==> src/rtl/pd_link_config_sequencer.sv <==
// Sequences LTSSM rate/width/link changes onto the packet identifier at packet boundaries (drain -> gate -> apply -> settle).
// Latency: idle link applies 2 cycles after cfg_req; beats arriving while gated are dropped and flagged, never stalled.
module pd_link_config_sequencer #(
    parameter int SETTLE_CYCLES = 4,
    parameter int DRAIN_TIMEOUT = 255,
    parameter int RESET_GEN     = 1
) (
    input  logic        clk,
    input  logic        reset_n,
    input  logic        cfg_req,
    input  logic [2:0]  cfg_gen,
    input  logic [4:0]  cfg_lanes,
    input  logic        cfg_linkup,
    output logic        cfg_ack,
    output logic        cfg_err,
    output logic        cfg_busy,
    input  logic        rx_valid,
    input  logic [63:0] pl_valid,
    input  logic [63:0] pl_tlpstart,
    input  logic [63:0] pl_tlpend,
    input  logic [63:0] pl_dlpstart,
    input  logic [63:0] pl_dlpend,
    output logic        valid_pd,
    output logic [2:0]  gen,
    output logic        linkup,
    output logic [4:0]  numberOfDetectedLanes,
    output logic        in_packet,
    output logic        drain_timeout,
    output logic        beat_dropped
);

    typedef enum logic [2:0] {
        S_RUN    = 3'd0,
        S_DRAIN  = 3'd1,
        S_APPLY  = 3'd2,
        S_SETTLE = 3'd3,
        S_REJECT = 3'd4
    } state_t;

    localparam logic [7:0] TMO_LAST = 8'(DRAIN_TIMEOUT - 1);
    localparam logic [7:0] SET_LAST = 8'(SETTLE_CYCLES - 1);

    state_t      state_q, state_d;
    logic [2:0]  gen_q, gen_d;
    logic        linkup_q, linkup_d;
    logic [4:0]  lanes_q, lanes_d;
    logic [2:0]  lat_gen_q, lat_gen_d;
    logic        lat_linkup_q, lat_linkup_d;
    logic [4:0]  lat_lanes_q, lat_lanes_d;
    logic        in_packet_q, in_packet_d;
    logic [7:0]  tmo_cnt_q, tmo_cnt_d;
    logic [7:0]  set_cnt_q, set_cnt_d;
    logic        ack_q, ack_d;
    logic        err_q, err_d;
    logic        tmo_pulse_q, tmo_pulse_d;

    logic        gated;
    logic [63:0] marker;
    logic        in_pkt_next;

    assign gated  = (state_q == S_APPLY) || (state_q == S_SETTLE);
    assign marker = (pl_tlpstart | pl_tlpend | pl_dlpstart | pl_dlpend) & pl_valid;

    // Ascending scan so the highest marked byte decides; an end flag beats a start in the same byte.
    always_comb begin
        in_pkt_next = in_packet_q;
        if (valid_pd) begin
            for (int k = 0; k < 64; k++) begin
                if (marker[k]) begin
                    in_pkt_next = !(pl_tlpend[k] || pl_dlpend[k]);
                end
            end
        end
    end

    always_comb begin
        state_d      = state_q;
        gen_d        = gen_q;
        linkup_d     = linkup_q;
        lanes_d      = lanes_q;
        lat_gen_d    = lat_gen_q;
        lat_linkup_d = lat_linkup_q;
        lat_lanes_d  = lat_lanes_q;
        in_packet_d  = in_pkt_next;
        tmo_cnt_d    = tmo_cnt_q;
        set_cnt_d    = set_cnt_q;
        ack_d        = 1'b0;
        err_d        = 1'b0;
        tmo_pulse_d  = 1'b0;
        case (state_q)
            S_RUN: begin
                if (cfg_req && !ack_q) begin
                    lat_gen_d    = cfg_gen;
                    lat_linkup_d = cfg_linkup;
                    lat_lanes_d  = cfg_lanes;
                    if (cfg_gen == 3'd0 || cfg_gen > 3'd5) begin
                        state_d = S_REJECT;
                    end else if (!cfg_linkup) begin
                        // Link going down: no point waiting for the open packet to close.
                        state_d     = S_APPLY;
                        in_packet_d = 1'b0;
                    end else begin
                        state_d   = S_DRAIN;
                        tmo_cnt_d = 8'd0;
                    end
                end
            end
            S_DRAIN: begin
                if (!in_pkt_next) begin
                    state_d = S_APPLY;
                end else if (tmo_cnt_q == TMO_LAST) begin
                    state_d     = S_APPLY;
                    tmo_pulse_d = 1'b1;
                    in_packet_d = 1'b0;
                end else begin
                    tmo_cnt_d = tmo_cnt_q + 8'd1;
                end
            end
            S_APPLY: begin
                gen_d     = lat_gen_q;
                linkup_d  = lat_linkup_q;
                lanes_d   = lat_lanes_q;
                set_cnt_d = 8'd0;
                state_d   = S_SETTLE;
            end
            S_SETTLE: begin
                if (set_cnt_q == SET_LAST) begin
                    state_d = S_RUN;
                    ack_d   = 1'b1;
                end else begin
                    set_cnt_d = set_cnt_q + 8'd1;
                end
            end
            S_REJECT: begin
                ack_d   = 1'b1;
                err_d   = 1'b1;
                state_d = S_RUN;
            end
            default: state_d = S_RUN;
        endcase
    end

    always_ff @(posedge clk or negedge reset_n) begin
        if (!reset_n) begin
            state_q      <= S_RUN;
            gen_q        <= 3'(RESET_GEN);
            linkup_q     <= 1'b0;
            lanes_q      <= 5'd0;
            lat_gen_q    <= 3'(RESET_GEN);
            lat_linkup_q <= 1'b0;
            lat_lanes_q  <= 5'd0;
            in_packet_q  <= 1'b0;
            tmo_cnt_q    <= 8'd0;
            set_cnt_q    <= 8'd0;
            ack_q        <= 1'b0;
            err_q        <= 1'b0;
            tmo_pulse_q  <= 1'b0;
        end else begin
            state_q      <= state_d;
            gen_q        <= gen_d;
            linkup_q     <= linkup_d;
            lanes_q      <= lanes_d;
            lat_gen_q    <= lat_gen_d;
            lat_linkup_q <= lat_linkup_d;
            lat_lanes_q  <= lat_lanes_d;
            in_packet_q  <= in_packet_d;
            tmo_cnt_q    <= tmo_cnt_d;
            set_cnt_q    <= set_cnt_d;
            ack_q        <= ack_d;
            err_q        <= err_d;
            tmo_pulse_q  <= tmo_pulse_d;
        end
    end

    assign valid_pd              = rx_valid && !gated;
    assign beat_dropped          = rx_valid && gated;
    assign cfg_busy              = (state_q != S_RUN);
    assign cfg_ack               = ack_q;
    assign cfg_err               = err_q;
    assign drain_timeout         = tmo_pulse_q;
    assign in_packet             = in_packet_q;
    assign gen                   = gen_q;
    assign linkup                = linkup_q;
    assign numberOfDetectedLanes = lanes_q;

endmodule

==> config.mk <==
export PLATFORM = sky130hd
export DESIGN_NAME = pd_link_config_sequencer
export DESIGN_NICKNAME = d
export VERILOG_FILES = /design/src/rtl/pd_link_config_sequencer.sv
export SDC_FILE = /design/constraint.sdc
export NUM_CORES = 1
export LEC_CHECK = 0
export CELL_PAD_IN_SITES_DETAIL_PLACEMENT = 0
export CELL_PAD_IN_SITES_GLOBAL_PLACEMENT = 1
export CORE_AREA = 2 2 135 137
export CTS_CLUSTER_SIZE = 12
export DETAILED_ROUTE_END_ITERATION = 10
export DIE_AREA = 0 0 137 139
export GPL_TIMING_DRIVEN = 0
export PLACE_DENSITY = 0.87
export SETUP_SLACK_MARGIN = 0.2
export SYNTH_ARGS = -nofsm -noshare
export SYNTH_HDL_FRONTEND = slang
export SYNTH_SLANG_ARGS = --single-unit
export TNS_END_PERCENT = 5
==> constraint.sdc <==
create_clock -name clk -period 4.2 [get_ports clk]
set_input_delay 0.42 -clock clk [delete_from_list [all_inputs] [get_ports clk]]
set_output_delay 0.42 -clock clk [all_outputs]
set_load 0.05 [all_outputs]
Word level (Yosys, flattened, before mapping) --
Cells that the tools add are included.
Operators by class: $add $sub $neg 2, magnitude comparators 1, eq/ne operators 14, multiplexer cells 92, bitwise operators 4, reductions and logical operators 144
Operators with widths (number):
- 64-bit OR | 3
- 1-bit 2-to-1 mux | 75
- 1-bit logical NOT | 66
- 1-bit logical OR | 66
- 64-bit AND | 1
- 8-bit 2-to-1 mux | 6
- 8-bit one-hot mux with 2 select lines | 2
- 8-bit by 1-bit adder with 8-bit output (second input constant) | 2
- 3-bit 2-to-1 mux | 5
- 2-bit inequality test (second input constant) | 6
- 3-bit one-hot mux with 4 select lines | 1
- 8-bit by 2-bit equality test with 1-bit output (second input constant) | 1
- 8-bit equality test (second input constant) | 1
- 3-bit by 2-bit equality test with 1-bit output (second input constant) | 2
- 3-bit logical NOT | 2
- 6-bit AND reduction | 1
- 1-bit one-hot mux with 2 select lines | 2
- 2-bit AND reduction | 2
- 2-bit nonzero test | 2
- 3-bit by 1-bit equality test with 1-bit output (second input constant) | 1
- 3-bit equality test (second input constant) | 1
- 3-bit greater-than comparator (second input constant) | 1
- 1-bit logical AND | 3
- 3-bit inequality test (second input constant) | 1
- 4 further kinds | 4
Storage, ports and cells: flip-flop bits (word level) 41, bits of input ports 333, word-level logic and storage cells 270

Depth between registers and ports, before layout --
Gate-level depths: netlist of run 1.
word-level depth 73, depth in mapped cells 11, mapped depth without buffers 10

Worst setup path after synthesis of run 1 --
Ideal clock, no wire load.
path type register -> register, start register state_q[1], end register tmo_cnt_q[3], library setup time 0.119 ns, arrival 2.078 ns, data required time 4.081 ns, setup slack 2.003 ns, cell stages (with the launch flop) 11, clock period less this slack 2.197 ns, path through dfrtp_1 > nor3_4 > inv_1 > a21oi_1 > a21oi_2 > and2_2 > buf_4 > a31oi_2 > a21oi_1 > xnor2_1 > nor2_1
Between the ends: word-level cells in the longest chain between the ends 7, elaborated cells on any way between the ends 16, classes of those cells 8 x eq/ne; 2 x mux; 6 x reduce/logical
RTL lines:
- start, declared | RTL line 43 | state_t state_q, state_d;
- start signal, assigned | RTL line 159 | state_q <= state_d;
- 3-bit by 2-bit equality test with 1-bit output | RTL line 61 | assign gated = (state_q == S_APPLY) || (state_q == S_SETTLE);
- 1-bit logical OR | RTL line 61
- 1-bit logical NOT | RTL line 175 | assign valid_pd = rx_valid && !gated;
- 1-bit logical AND | RTL line 175
- 1-bit 2-to-1 mux | RTL line 67 | if (valid_pd) begin
- 2-bit inequality test (no line)
- 6-bit AND reduction (no line)
- end signal, assigned | RTL line 167 | tmo_cnt_q <= tmo_cnt_d;
- end, declared | RTL line 51 | logic [7:0] tmo_cnt_q, tmo_cnt_d;
Parallel ways exist; a longest one is shown, timed or not. A chain may end at the register's enable or synchronous reset.

Final worst setup path of run 1 --
start input port pl_tlpstart[57], end register tmo_cnt_q[4]
Between the ends: word-level cells in the longest chain between the ends 14
RTL lines:
- start, declared | RTL line 19 | input logic [63:0] pl_tlpstart,
- 64-bit OR (3 in a row) | RTL line 62 | assign marker = (pl_tlpstart | pl_tlpend | pl_dlpstart | pl_dlpend) & pl_valid;
- 64-bit AND | RTL line 62
- 1-bit 2-to-1 mux (7 in a row) | RTL line 69 | if (marker[k]) begin
- 1-bit 2-to-1 mux | RTL line 67
- 2-bit inequality test (no line)
- 6-bit AND reduction (no line)
No other way between the ends.

==> results of run 1 <==
==> power by group through the flow <==
stage               Sequential, µW  Combinational [µW]  Clock, µW
floorplan                      779                 527          0
global placement               614                1270          0
detailed placement             617                1280          0
CTS                            613                1290        392
global route                   631                1380        409
finish                         611                1280        385
==> cell usage after synthesis (all sizes together), types with 3 or more instances <==
library cell  instances
a22o                  3
a211oi                4
o21a                  7
o21ai                98
ha                    3
and2                  7
or3                   5
xnor2                 4
nand2                26
nand3                15
o211ai               22
nor3                 10
nor2                 24
nand4                 5
mux2                 20
a21oi                14
o2111ai              15
and4b                 3
a21o                  4
inv                   4
and4                  3
dfrtp                39
and3                 15
==> state kept, by name (all words and copies together), names as in the netlist <==
| name | flops |
|---|---|
| set_cnt_q | 8 |
| tmo_cnt_q | 8 |
| lat_lanes_q | 5 |
| numberOfDetectedLanes | 5 |
| gen | 3 |
| lat_gen_q | 3 |
| state_q | 3 |
| cfg_ack | 1 |
| cfg_err | 1 |
| drain_timeout | 1 |
| in_packet | 1 |
| lat_linkup_q | 1 |
| linkup | 1 |
==> area by class of cell <==
| cell class | instances | area, µm² |
|---|---|---|
| fillers | 1813 | 10500 |
| clock buffers | 5 | 125 |
| well taps | 229 | 287 |
| clock inverters | 3 | 25.0 |
| repair buffers | 349 | 3500 |
| inverters | 4 | 15.0 |
| plain buffers | 3 | 16.3 |
| multi-input cells | 335 | 2200 |
| flip-flops and latches | 41 | 1030 |
==> worst paths after layout <==
path | startpoint | to | slack [ps]
min reg2reg | lat_lanes_q[4] | lat_lanes_q[4] | 500
max reg2reg | state_q[2] | tmo_cnt_q[4] | 1940
max | pl_tlpstart[57] | tmo_cnt_q[4] | 1550
min | reset_n | lat_gen_q[1] | 20
max in group asynchronous | reset_n | in_packet | 3730
min in group clk | lat_lanes_q[4] | lat_lanes_q[4] | 500
==> placed cells by master, fill, tap and decap left out, drive strengths merged, types with 3 or more instances in the layout <==
| cell | n |
|---|---|
| clkdlybuf4s50 | 347 |
| o21ai | 98 |
| dfrtp | 39 |
| nand2 | 26 |
| nor2 | 24 |
| o211ai | 22 |
| mux2 | 20 |
| and3 | 15 |
| nand3 | 15 |
| o2111ai | 15 |
| a21oi | 14 |
| nor3 | 10 |
| o21a | 7 |
| and2 | 7 |
| clkbuf | 6 |
| or3 | 5 |
| nand4 | 5 |
| inv | 5 |
| a21o | 4 |
| xnor2 | 4 |
| buf | 4 |
| a211oi | 4 |
| and4b | 3 |
| a22o | 3 |
| ha | 3 |
| and4 | 3 |
==> cell families after synthesis <==
kind of cell	after synthesis
AOI/OAI and AO/OA	180
xor gates and xnor gates	6
adders and majority gates	3
buffers and inverters	7
DFF	41
muxes	21
and+or+nand+nor	125
==> metrics by stage <==
stage | utilization, % | total power, µW
3_3_place_gp | 39.8 | 1880
6_report | 40.7 | 2280
5_1_grt | 40.7 | 2420
3_5_place_dp | 39.9 | 1900
2_1_floorplan | - | 1310
4_1_cts | 40.7 | 2290
==> per-layer routing <==
layer / wire length, µm / track usage (%) / share of wire [%] / vias to the layer above
met3: 1760 / 4.57 / 9.8 / 22
met5: 24 / 0 / 0.13 / -
met1: 7340 / 22.4 / 41 / 2074
met2: 8540 / 30.0 / 48 / 177
met4: 296 / 3.85 / 1.6 / 4
li1: - / - / - / 2226
==> results.md, run 1 <==
* Port bufs at 348
* Drt initial violations at 141
* Worst-case clock buffer depth at 2
* WP buf/inv at 1
* Data required, critical path at 4370 ps
* Worst hold margin at 20.8 ps
* Vias in the first global route at 4527
* Worst VDD drop at 0.501 mV
* Combinational power share at 56.2%
* Number of synthesized flops with an enable pin at 0
* Leak at 0.00269 µW
* Clk pin slew, worst setup/hold paths at 60 ps
* Sequential cell area fraction in the yosys report at 31.6%
* Die ar. at 19000 µm²
* Main combinational cell family by area after synthesis: compound AO/OA/AOI/OAI gates
* Family with the most delay on the worst path: compound AO/OA/AOI/OAI gates
* Routed vias/inst at 4.65
* Critical path fanouts, max at 4
* Flop pwr share at 26.8%
* Crit path time final at 2650 ps
* Setup TNS at 0 ps
* Clock latency at the later pin of the worst-skew pair at 290 ps
* Stages on the worst setup path at 10
* NetSw at 879 µW
* Final Setup Violations at 0
* CP peak stage delay at 420 ps
* Async SR Flop Fraction at 100%
* Synth area leaders: dfrtp_1 (30%), o21ai_0 (13%), mux2_2 (6.9%)
* Diode count at 0
* WP data arrival at 2820 ps
* Worst-Margin Slew at 530 ps
* RSZ-0062 raised after global routing: false
* GRT Total Usage at 17.7%
* Initial cell density of the core at 18.4%
* Post-Synth Adder-Cell Area at 1.15%
* Die extent in x at 137 µm
* Largest net degree at the start of global routing at 31
* I/O pin cnt at 349
* Startpoint types: input port
* Clock skew at 10.3 ps
* GR Overflow Total at 0
* Drt total wl at 18000 µm
* Part of the cycle the worst path needs at 63.2%
* Core area at 17700 µm²
* P per Cell Area at 317 nW/µm²
* Sw Share at 38.6%
* Synth area leader: dfrtp_1
* Crit path kind: input port to flop
* Peak Freq at 0.377 GHz
* CTS Sinks at 41
* Via Count at 4503
* Root Driver: clkbuf_16
* Synth Area in XOR/XNOR at 1.61%
* Share of the synthesized area in the top cell type at 30.0%
* Worst path cell trace: clkdlybuf4s50_1, o21ai_0, nand2_1, o211ai_1, a2111oi_2, or2b_4, a31oi_2, a21oi_1, xnor2_1, nor2_1
* Detail Route Antenna Nets at 0
* CTS tree: yes
* Yosys warns at 0
* #FFs+latches synth at 41
* Share of layout cells above drive strength 1 at 7.03%
* Post-cts sizing count at 0
* Final slew viol count at 0
* Syn Area/Cell at 8.50 µm²
* Cell Area, Synth at 3260 µm²
* DP HPWL at 15900 µm
* Area grow syn2layout at 121%
* Rows at 49
* First-pass GRT wire length at 25800 µm
* Int Power at 1400 µW
* Placed Cells at 961
* Setup repair bufs after CTS at 0
* Die Span Y at 139 µm
* Pre-CTS worst setup slack at 1220 ps
* Final setup margin at 1550 ps
* Fraction of the mapped netlist area in simple logic gates at 21.5%
* Synth unique cells at 60
* Routed len/inst at 18.5 µm
* Slowest CP cell: o21ai_0
* Synth Area in Compound Gates at 36.0%
* Clock power share at 16.9%
* Reg2Reg Depth at 9
* Status: complete, no violations
* Post-DP Area at 7040 µm²
* TritonCTS buffer count at 5
* Nets at 1075
* Final Hold Fails at 0
* Maximum Capacitance Violations at 0
* Initial antenna violation count at 2
* H-tree Lvls at 2
* Syn Inst Count at 383
* Drt drc at 0
* Gp weighted congestion at 0.867
* Worst min-delay path class: input port to async pin
* Crit. End Element: flop
* Syn_nets at 719
* Mux cell area share after synthesis at 7.22%
* First-pass DRT Iterations at 4
* Cts hold-fix bufs at 0
* Finished Cell Area at 7190 µm²
* Synth Flop Type: dfrtp_1
* Slew headroom at 64.6%
* Post-Layout Cell Count at 969
(Power assumes the default switching activity.)
==> run 2: changes to the inputs <==
--- a/config.mk
+++ b/config.mk
@@ -7,12 +7,12 @@
 export LEC_CHECK = 0
 export CELL_PAD_IN_SITES_DETAIL_PLACEMENT = 0
 export CELL_PAD_IN_SITES_GLOBAL_PLACEMENT = 1
-export CORE_AREA = 2 2 135 137
+export CORE_AREA = 2 2 142 144
 export CTS_CLUSTER_SIZE = 12
 export DETAILED_ROUTE_END_ITERATION = 10
-export DIE_AREA = 0 0 137 139
+export DIE_AREA = 0 0 144 146
 export GPL_TIMING_DRIVEN = 0
-export PLACE_DENSITY = 0.87
+export PLACE_DENSITY = 0.83
 export SETUP_SLACK_MARGIN = 0.2
 export SYNTH_ARGS = -nofsm -noshare
 export SYNTH_HDL_FRONTEND = slang
==> constraint.sdc (replaced) <==
create_clock -name clk -period 2.4 [get_ports clk]
set_input_delay 0.24 -clock clk [delete_from_list [all_inputs] [get_ports clk]]
set_output_delay 0.24 -clock clk [all_outputs]
set_load 0.05 [all_outputs]
==> run 2 against run 1 <==
Effect of this change: global-route usage shrank 0.78 points; clock-buffer cell count unchanged; power rose by 88%; worst setup slack got worse by 1400 ps; sequential power is 75% higher; largest cell class unchanged; final cell count grew 6.4%.
==> results.md, run 2 (synthesis gave the netlist of run 1 again) <==
* Die Span Y at 146 µm (+5.0%)
* Slew headroom at 64.2% (-0.31 points)
* Status: complete, no violations
* Die extent in x at 144 µm (+5.1%)
* Area of the multi-input gates at 2510 µm² (+14%)
* Gp weighted congestion at 0.881 (+1.6%)
* Finished Cell Area at 7800 µm² (+8.5%)
* Routed vias/inst at 4.48 (-3.5%)
* P per Cell Area at 549 nW/µm² (+73%)
* Data required, critical path at 2580 ps (-1790 ps)
* R2r endpoint: state_q[0]
* Leak at 0.00324 µW (+20%)
* Routed len/inst at 19.1 µm (+3.1%)
* Area grow syn2layout at 140%
* Drt initial violations at 122 (-13%)
* TritonCTS buffer count at 5 (unchanged)
* Detail Route Antenna Nets at 0 (unchanged)
* Die ar. at 21000 µm² (+10%)
* Vias in the first global route at 4686 (+3.5%)
* I/O pin cnt at 349 (unchanged)
* Clock latency at the later pin of the worst-skew pair at 290 ps (about the same)
* Drt drc at 0 (unchanged)
* Root Driver: clkbuf_16
* Startpoint types: input port
* Util after Layout at 40.4% (-0.37 points)
* WP data arrival at 2410 ps (-410 ps)
* FF+latch area at 1030 µm² (+0.24%)
* Port bufs at 348 (unchanged)
* Worst R2R Setup Slack at 280 ps (-1660 ps)
* Core area at 19300 µm² (+9.5%)
* Launching point of the worst reg2reg path: state_q[1]
* Worst-Margin Slew at 535 ps (+4.66 ps)
* Final slew viol count at 0 (unchanged)
* DP HPWL at 16600 µm (+4.3%)
* Crit. End Element: flop
* Crit path kind: input port to flop
* Worst VDD drop at 0.785 mV (+57%)
* Pre-CTS worst setup slack at -338 ps (-1550 ps)
* Largest net degree at the start of global routing at 41 (+32%)
* Worst min-delay path class: input port to async pin
* Share of layout cells above drive strength 1 at 16.2% (+9.1 points)
* Initial cell density of the core at 16.8% (-1.6 points)
* Worst hold margin at 452 ps (+431 ps)
* Post-DP Area at 7090 µm² (+0.64%)
* Clock skew at 6.47 ps (-3.84 ps)
* FILL cells at 1968 (+8.5%)
* Final setup margin at 173 ps (-1370 ps)
* Peak Freq at 0.449 GHz
* Largest regs: set_cnt_q (8), tmo_cnt_q (8)
* CTS tree: yes
* Drt total wl at 19700 µm (+9.6%)
* Crit path time final at 2230 ps
* GR Overflow Total at 0 (unchanged)
* Final Setup Violations at 0 (unchanged)
* GRT Total Usage at 16.9% (-0.78 points)
* Rows at 51 (+4.1%)
* Critical path fanouts, max at 5 (+1)
* Clk pin slew, worst setup/hold paths at 60 ps (about the same)
* Reg2Reg Depth at 8 (-1)
* H-tree Lvls at 2 (unchanged)
* Most frequent cells in the layout: clkdlybuf4s50_1 (281), o21ai_0 (53), dlymetal6s2s_1 (38)
* First-pass DRT Iterations at 4 (unchanged)
* Maximum Capacitance Violations at 0 (unchanged)
* Via Count at 4624 (+2.7%)
* CTS Sinks at 41 (unchanged)
* Initial antenna violation count at 6 (+4)
* Final Hold Fails at 0 (unchanged)
* RSZ-0062 raised after global routing: true
* Part of the cycle the worst path needs at 92.8%
* Nets at 1096 (+2.0%)
* Setup TNS at 0 ps (unchanged)
* First-pass GRT wire length at 27000 µm (+4.8%)
* Commonest non-fill, non-tap cell in the layout: clkdlybuf4s50_1
* Worst-case clock buffer depth at 2 (unchanged)
==> run 2: cell types whose count changed in the layout (fill, tap and decap cells not counted), sizes merged, moves of 2 or more <==
cell and delta:
clkdlybuf4s50 -66, buf +18, dlymetal6s2s +38, inv +2
dlygate4sd2 +28, diode +5
==> run 2: per-layer routing <==
metal / GRT usage, % / routed length [µm]
met2: 28.9 / 9540
met5: 0 / 0
met3: 5.03 / 1750
met1: 20.4 / 7860
met4: 4.75 / 544
==> run 2: worst max-delay path, cell delays in order <==
cell	delay [ps]
clkdlybuf4s50_1	400
o21ai_0	260
and4_4	270
nand4_1	130
buf_4	180
a211oi_4	240
o2111ai_4	250
nand2_4	170
a21oi_2	60
a32o_1	200
==> run 2: how the worst max path moves through the flow <==
stage,from,to
5_1_grt,pl_tlpend[52],tmo_cnt_q[3]
3_3_place_gp,pl_tlpend[59],tmo_cnt_q[5]
4_1_cts,state_q[2],tmo_cnt_q[3]
3_5_place_dp,pl_tlpend[59],tmo_cnt_q[5]
2_1_floorplan,state_q[1],tmo_cnt_q[4]
6_report,pl_tlpend[52],tmo_cnt_q[5]
==> run 2: repair_timing <==
item | 4_1_cts | 5_1_grt
setup buffers | 9 | 10
cloned | 1 | 0
hold endpoints to repair | 40 | 0
setup endpoints to repair | 13 | 14
hold buffers | 1 | 0
gates resized for setup | 80 | 86
pin swaps | 42 | 52
==> run 2: cell type report <==
type | instances | share of cell area [%]
buffer | 3 | 0.241
antenna | 5 | 0.160
clock inverter | 3 | 0.369
tap | 265 | 4.25
timing repair buffer | 369 | 47.8
sequential | 41 | 13.2
clock buffer | 5 | 1.60
inverter | 4 | 0.192
multi-input combinational | 336 | 32.2
==> run 2: stage by stage <==
step	instances	total power [µW]
5_1_grt	1028	4530
2_1_floorplan	383	2290
4_1_cts	1016	4140
6_report	1031	4280
3_3_place_gp	996	3300
3_5_place_dp	997	3320
==> run 2: report_power, final <==
| part | leakage, µW | total [µW] | internal, µW | switching, µW |
|---|---|---|---|---|
| logic | 0.00264 | 2510 | 1280 | 1220 |
| clock network | 0.0000768 | 703 | 400 | 303 |
| registers | 0.000520 | 1070 | 928 | 143 |
| total | 0.00324 | 4280 | 2610 | 1670 |
==> run 3: changes to the inputs <==
--- a/config.mk
+++ b/config.mk
@@ -5,14 +5,16 @@
 export SDC_FILE = /design/constraint.sdc
 export NUM_CORES = 1
 export LEC_CHECK = 0
+export ABC_AREA = 1
 export CELL_PAD_IN_SITES_DETAIL_PLACEMENT = 0
 export CELL_PAD_IN_SITES_GLOBAL_PLACEMENT = 1
-export CORE_AREA = 2 2 142 144
+export CORE_AREA = 2 2 175 126
 export CTS_CLUSTER_SIZE = 12
 export DETAILED_ROUTE_END_ITERATION = 10
-export DIE_AREA = 0 0 144 146
+export DIE_AREA = 0 0 177 128
 export GPL_TIMING_DRIVEN = 0
-export PLACE_DENSITY = 0.83
+export MAX_ROUTING_LAYER = met4
+export PLACE_DENSITY = 0.82
 export SETUP_SLACK_MARGIN = 0.2
 export SYNTH_ARGS = -nofsm -noshare
 export SYNTH_HDL_FRONTEND = slang
==> run 3 against run 2 <==
Effect of this change: routed wire length up 12%; clock power up 12%; worst setup slack worse by 5900 ps; sequential power about the same; clock-buffer cell count unchanged; largest power group unchanged; core utilization down 6.0 points; synthesized cell count up 31%; flip-flop and latch count unchanged; final area down 7.0%; the run now ends with setup timing left; die area up 7.8%; worst hold slack worse by 63 ps; non-clock buffer count down 18.
==> results.md, run 3 <==
* Worst-Margin Slew at 811 ps (+276 ps)
* Setup TNS at -73900 ps (-73900 ps)
* Post-DP Area at 6960 µm² (-1.9%)
* Syn Area/Cell at 6.19 µm² (-27%)
* CP dominant cell by count: nand2_1
* Final Setup Violations at 13 (+13)
* Peak Freq at 0.123 GHz (-73%)
* Util after Layout at 34.4% (-6.0 points)
* Part of the cycle the worst path needs at 339% (+250 points)
* Initial cell density of the core at 14.7% (-2.1 points)
* Core area at 21100 µm² (+9.2%)
* Area grow syn2layout at 134%
* TritonCTS buffer count at 5 (unchanged)
* Worst min-delay path class: input port to async pin
* Data required, critical path at 2630 ps (+50 ps)
* Routed len/inst at 19.3 µm (+0.80%)
* Final slew viol count at 0 (unchanged)
* Synth area leader: dfrtp_1
* Routed vias/inst at 4.04 (-9.9%)
* Via Count at 4639 (+0.32%)
* Share of the synthesized area in the top cell type at 31.5% (+1.5 points)
* Most common cell in the netlist: nand2_1
* I/O pin cnt at 349 (unchanged)
* Critical path fanouts, max at 8 (+3)
* Largest regs: set_cnt_q (8), tmo_cnt_q (8)
* Worst VDD drop at 0.368 mV (-53%)
* Rows at 45 (-12%)
* Commonest non-fill, non-tap cell in the layout: clkdlybuf4s50_1
* CP peak stage delay at 410 ps (about the same)
* Yosys warns at 0 (unchanged)
* Maximum Capacitance Violations at 0 (unchanged)
* #FFs+latches synth at 41 (unchanged)
* Post-Layout Cell Count at 1148 (+11%)
* Final setup margin at -5740 ps (-5910 ps)
* Failing checks: setup timing
* First-pass DRT Iterations at 5 (+1)
* Crit path time final at 8140 ps (+5910 ps)
* Syn_nets at 837 (+16%)
* Slowest CP cell: dfrtp_2
* GR Overflow Total at 0 (unchanged)
* Clock skew at 7.16 ps (+0.687 ps)
* RSZ-0062 raised after global routing: true
* Syn Inst Count at 501 (+31%)
* Die ar. at 22700 µm² (+7.8%)
* Number of synthesized flops with an enable pin at 0 (unchanged)
* Crit. End Element: flop
* Gp weighted congestion at 0.975 (+11%)
* Placed Cells at 1132 (+14%)
* Die extent in x at 177 µm (+23%)
* CTS tree: yes
* Drt initial violations at 283 (+130%)
* Crit path kind: flop to flop
* Worst-case clock buffer depth at 2 (unchanged)
* Vias in the first global route at 4393 (-6.3%)
* Worst hold margin at 389 ps (-62.7 ps)
* CTS Sinks at 41 (unchanged)
* WP buf/inv at 1 (-1)
* Drt total wl at 22100 µm (+12%)
* First-pass GRT wire length at 30000 µm (+11%)
* Detail Route Antenna Nets at 0 (unchanged)
* Finished Cell Area at 7260 µm² (-7.0%)
* P per Cell Area at 581 nW/µm² (+5.9%)
* Synth unique cells at 27 (-55%)
* Nets at 1195 (+9.0%)
* Synth Flop Type: dfrtp_1
* H-tree Lvls at 2 (unchanged)
* Port bufs at 348 (unchanged)
* Slew headroom at 45.9% (-18 points)
* Initial antenna violation count at 7 (+1)
* WP data arrival at 8370 ps (+5960 ps)
* Status: complete, but fails checks
* Share of layout cells above drive strength 1 at 5.81% (-10 points)
* Most instantiated cells after synthesis: nand2_1 (188), o21ai_0 (136), nor2_1 (40), dfrtp_1 (39), inv_1 (31)
* Startpoint types: flop
* Family with the most delay on the worst path: simple AND/OR/NAND/NOR gates
* Most frequent cells in the layout: clkdlybuf4s50_1 (338), nand2_1 (169), o21ai_0 (135)
* Largest net degree at the start of global routing at 28 (-32%)
* Sequential cell area fraction in the yosys report at 33.1% (+1.6 points)
* Synth area leaders: dfrtp_1 (31%), nand2_1 (23%), o21ai_0 (22%)
* Clk pin slew, worst setup/hold paths at 60 ps (about the same)
* Drt drc at 0 (unchanged)
* Root Driver: clkbuf_16
* Leak at 0.00305 µW (-5.7%)
* Final Hold Fails at 0 (unchanged)
* Die Span Y at 128 µm (-12%)
* DP HPWL at 19800 µm (+19%)
* Clock latency at the later pin of the worst-skew pair at 290 ps (about the same)
* GRT Total Usage at 19.3% (+2.4 points)
* Async SR Flop Fraction at 100% (unchanged)
* Cell Area, Synth at 3100 µm² (-4.7%)
run 3: worst paths after layout:
| path | from | endpoint | slack, ps | cells past startpoint |
|---|---|---|---|---|
| min | reset_n | lat_lanes_q[0] | 390 | 2 |
| max | in_packet | tmo_cnt_q[3] | -5740 | 133 |
| min reg2reg | lat_gen_q[0] | gen[0] | 470 | 2 |
| max reg2reg | in_packet | tmo_cnt_q[3] | -5740 | 133 |
| min in group clk | lat_gen_q[0] | gen[0] | 470 | 2 |
| max in group asynchronous | reset_n | in_packet | 1520 | 3 |
run 3: stage by stage:
stage / worst slack [ps] / total power [µW]
after floorplan: -4230 / 2250
after global placement: -6450 / 3310
after detailed placement: -6400 / 3330
after CTS: -5710 / 4160
after global routing: -7130 / 4520
final: -5740 / 4220
run 3: cells by family (layout without fill, tap and decap cells):
family                   after synthesis  count (layout)  synth area share (%)
AND/OR/NAND/NOR                      257             257                  33.8
adder cells (fa/ha/maj)                3               3                  1.21
flip-flops                            41              41                  33.1
buffers and inverters                 37             396                  4.48
other                                  0               6                     0
AO/OA/AOI/OAI                        159             159                  26.2
multiplexers                           1               1                 0.363
XOR/XNOR                               3               3                 0.847
run 3: metal layers:
layer / part of all wire, % / GRT usage (%)
met4: 0.80 / 3.79
met2: 52 / 33.9
met1: 41 / 22.2
met5: 0 / -
met3: 6.5 / 5.13
run 3: where the power goes:
group	switching (µW)	leakage, µW	internal [µW]	total [µW]
clock network	294	0.0000801	492	786
registers	138	0.000519	923	1060
logic	1360	0.00245	1010	2370
run 3: timing repair:
item / 4_1_cts / 5_1_grt
hold buffers: 1 / 0
setup buffers: 1 / 0
hold endpoints to repair: 12 / 0
pin swaps: 10 / 9
setup endpoints to repair: 16 / 19
gates resized for setup: 21 / 21
run 3: cell type report:
type                            count  area [µm²]
Inverter                           34         128
Timing Repair Buffer              351        3510
Clock inverter                      3        46.3
Sequential cell                    41        1030
Fill cell                        2267       13900
Clock buffer                        5         125
Tap cell                          282         353
Multi-Input combinational cell    423        2040
Antenna cell                        6        15.0
Buffer                              3        11.3
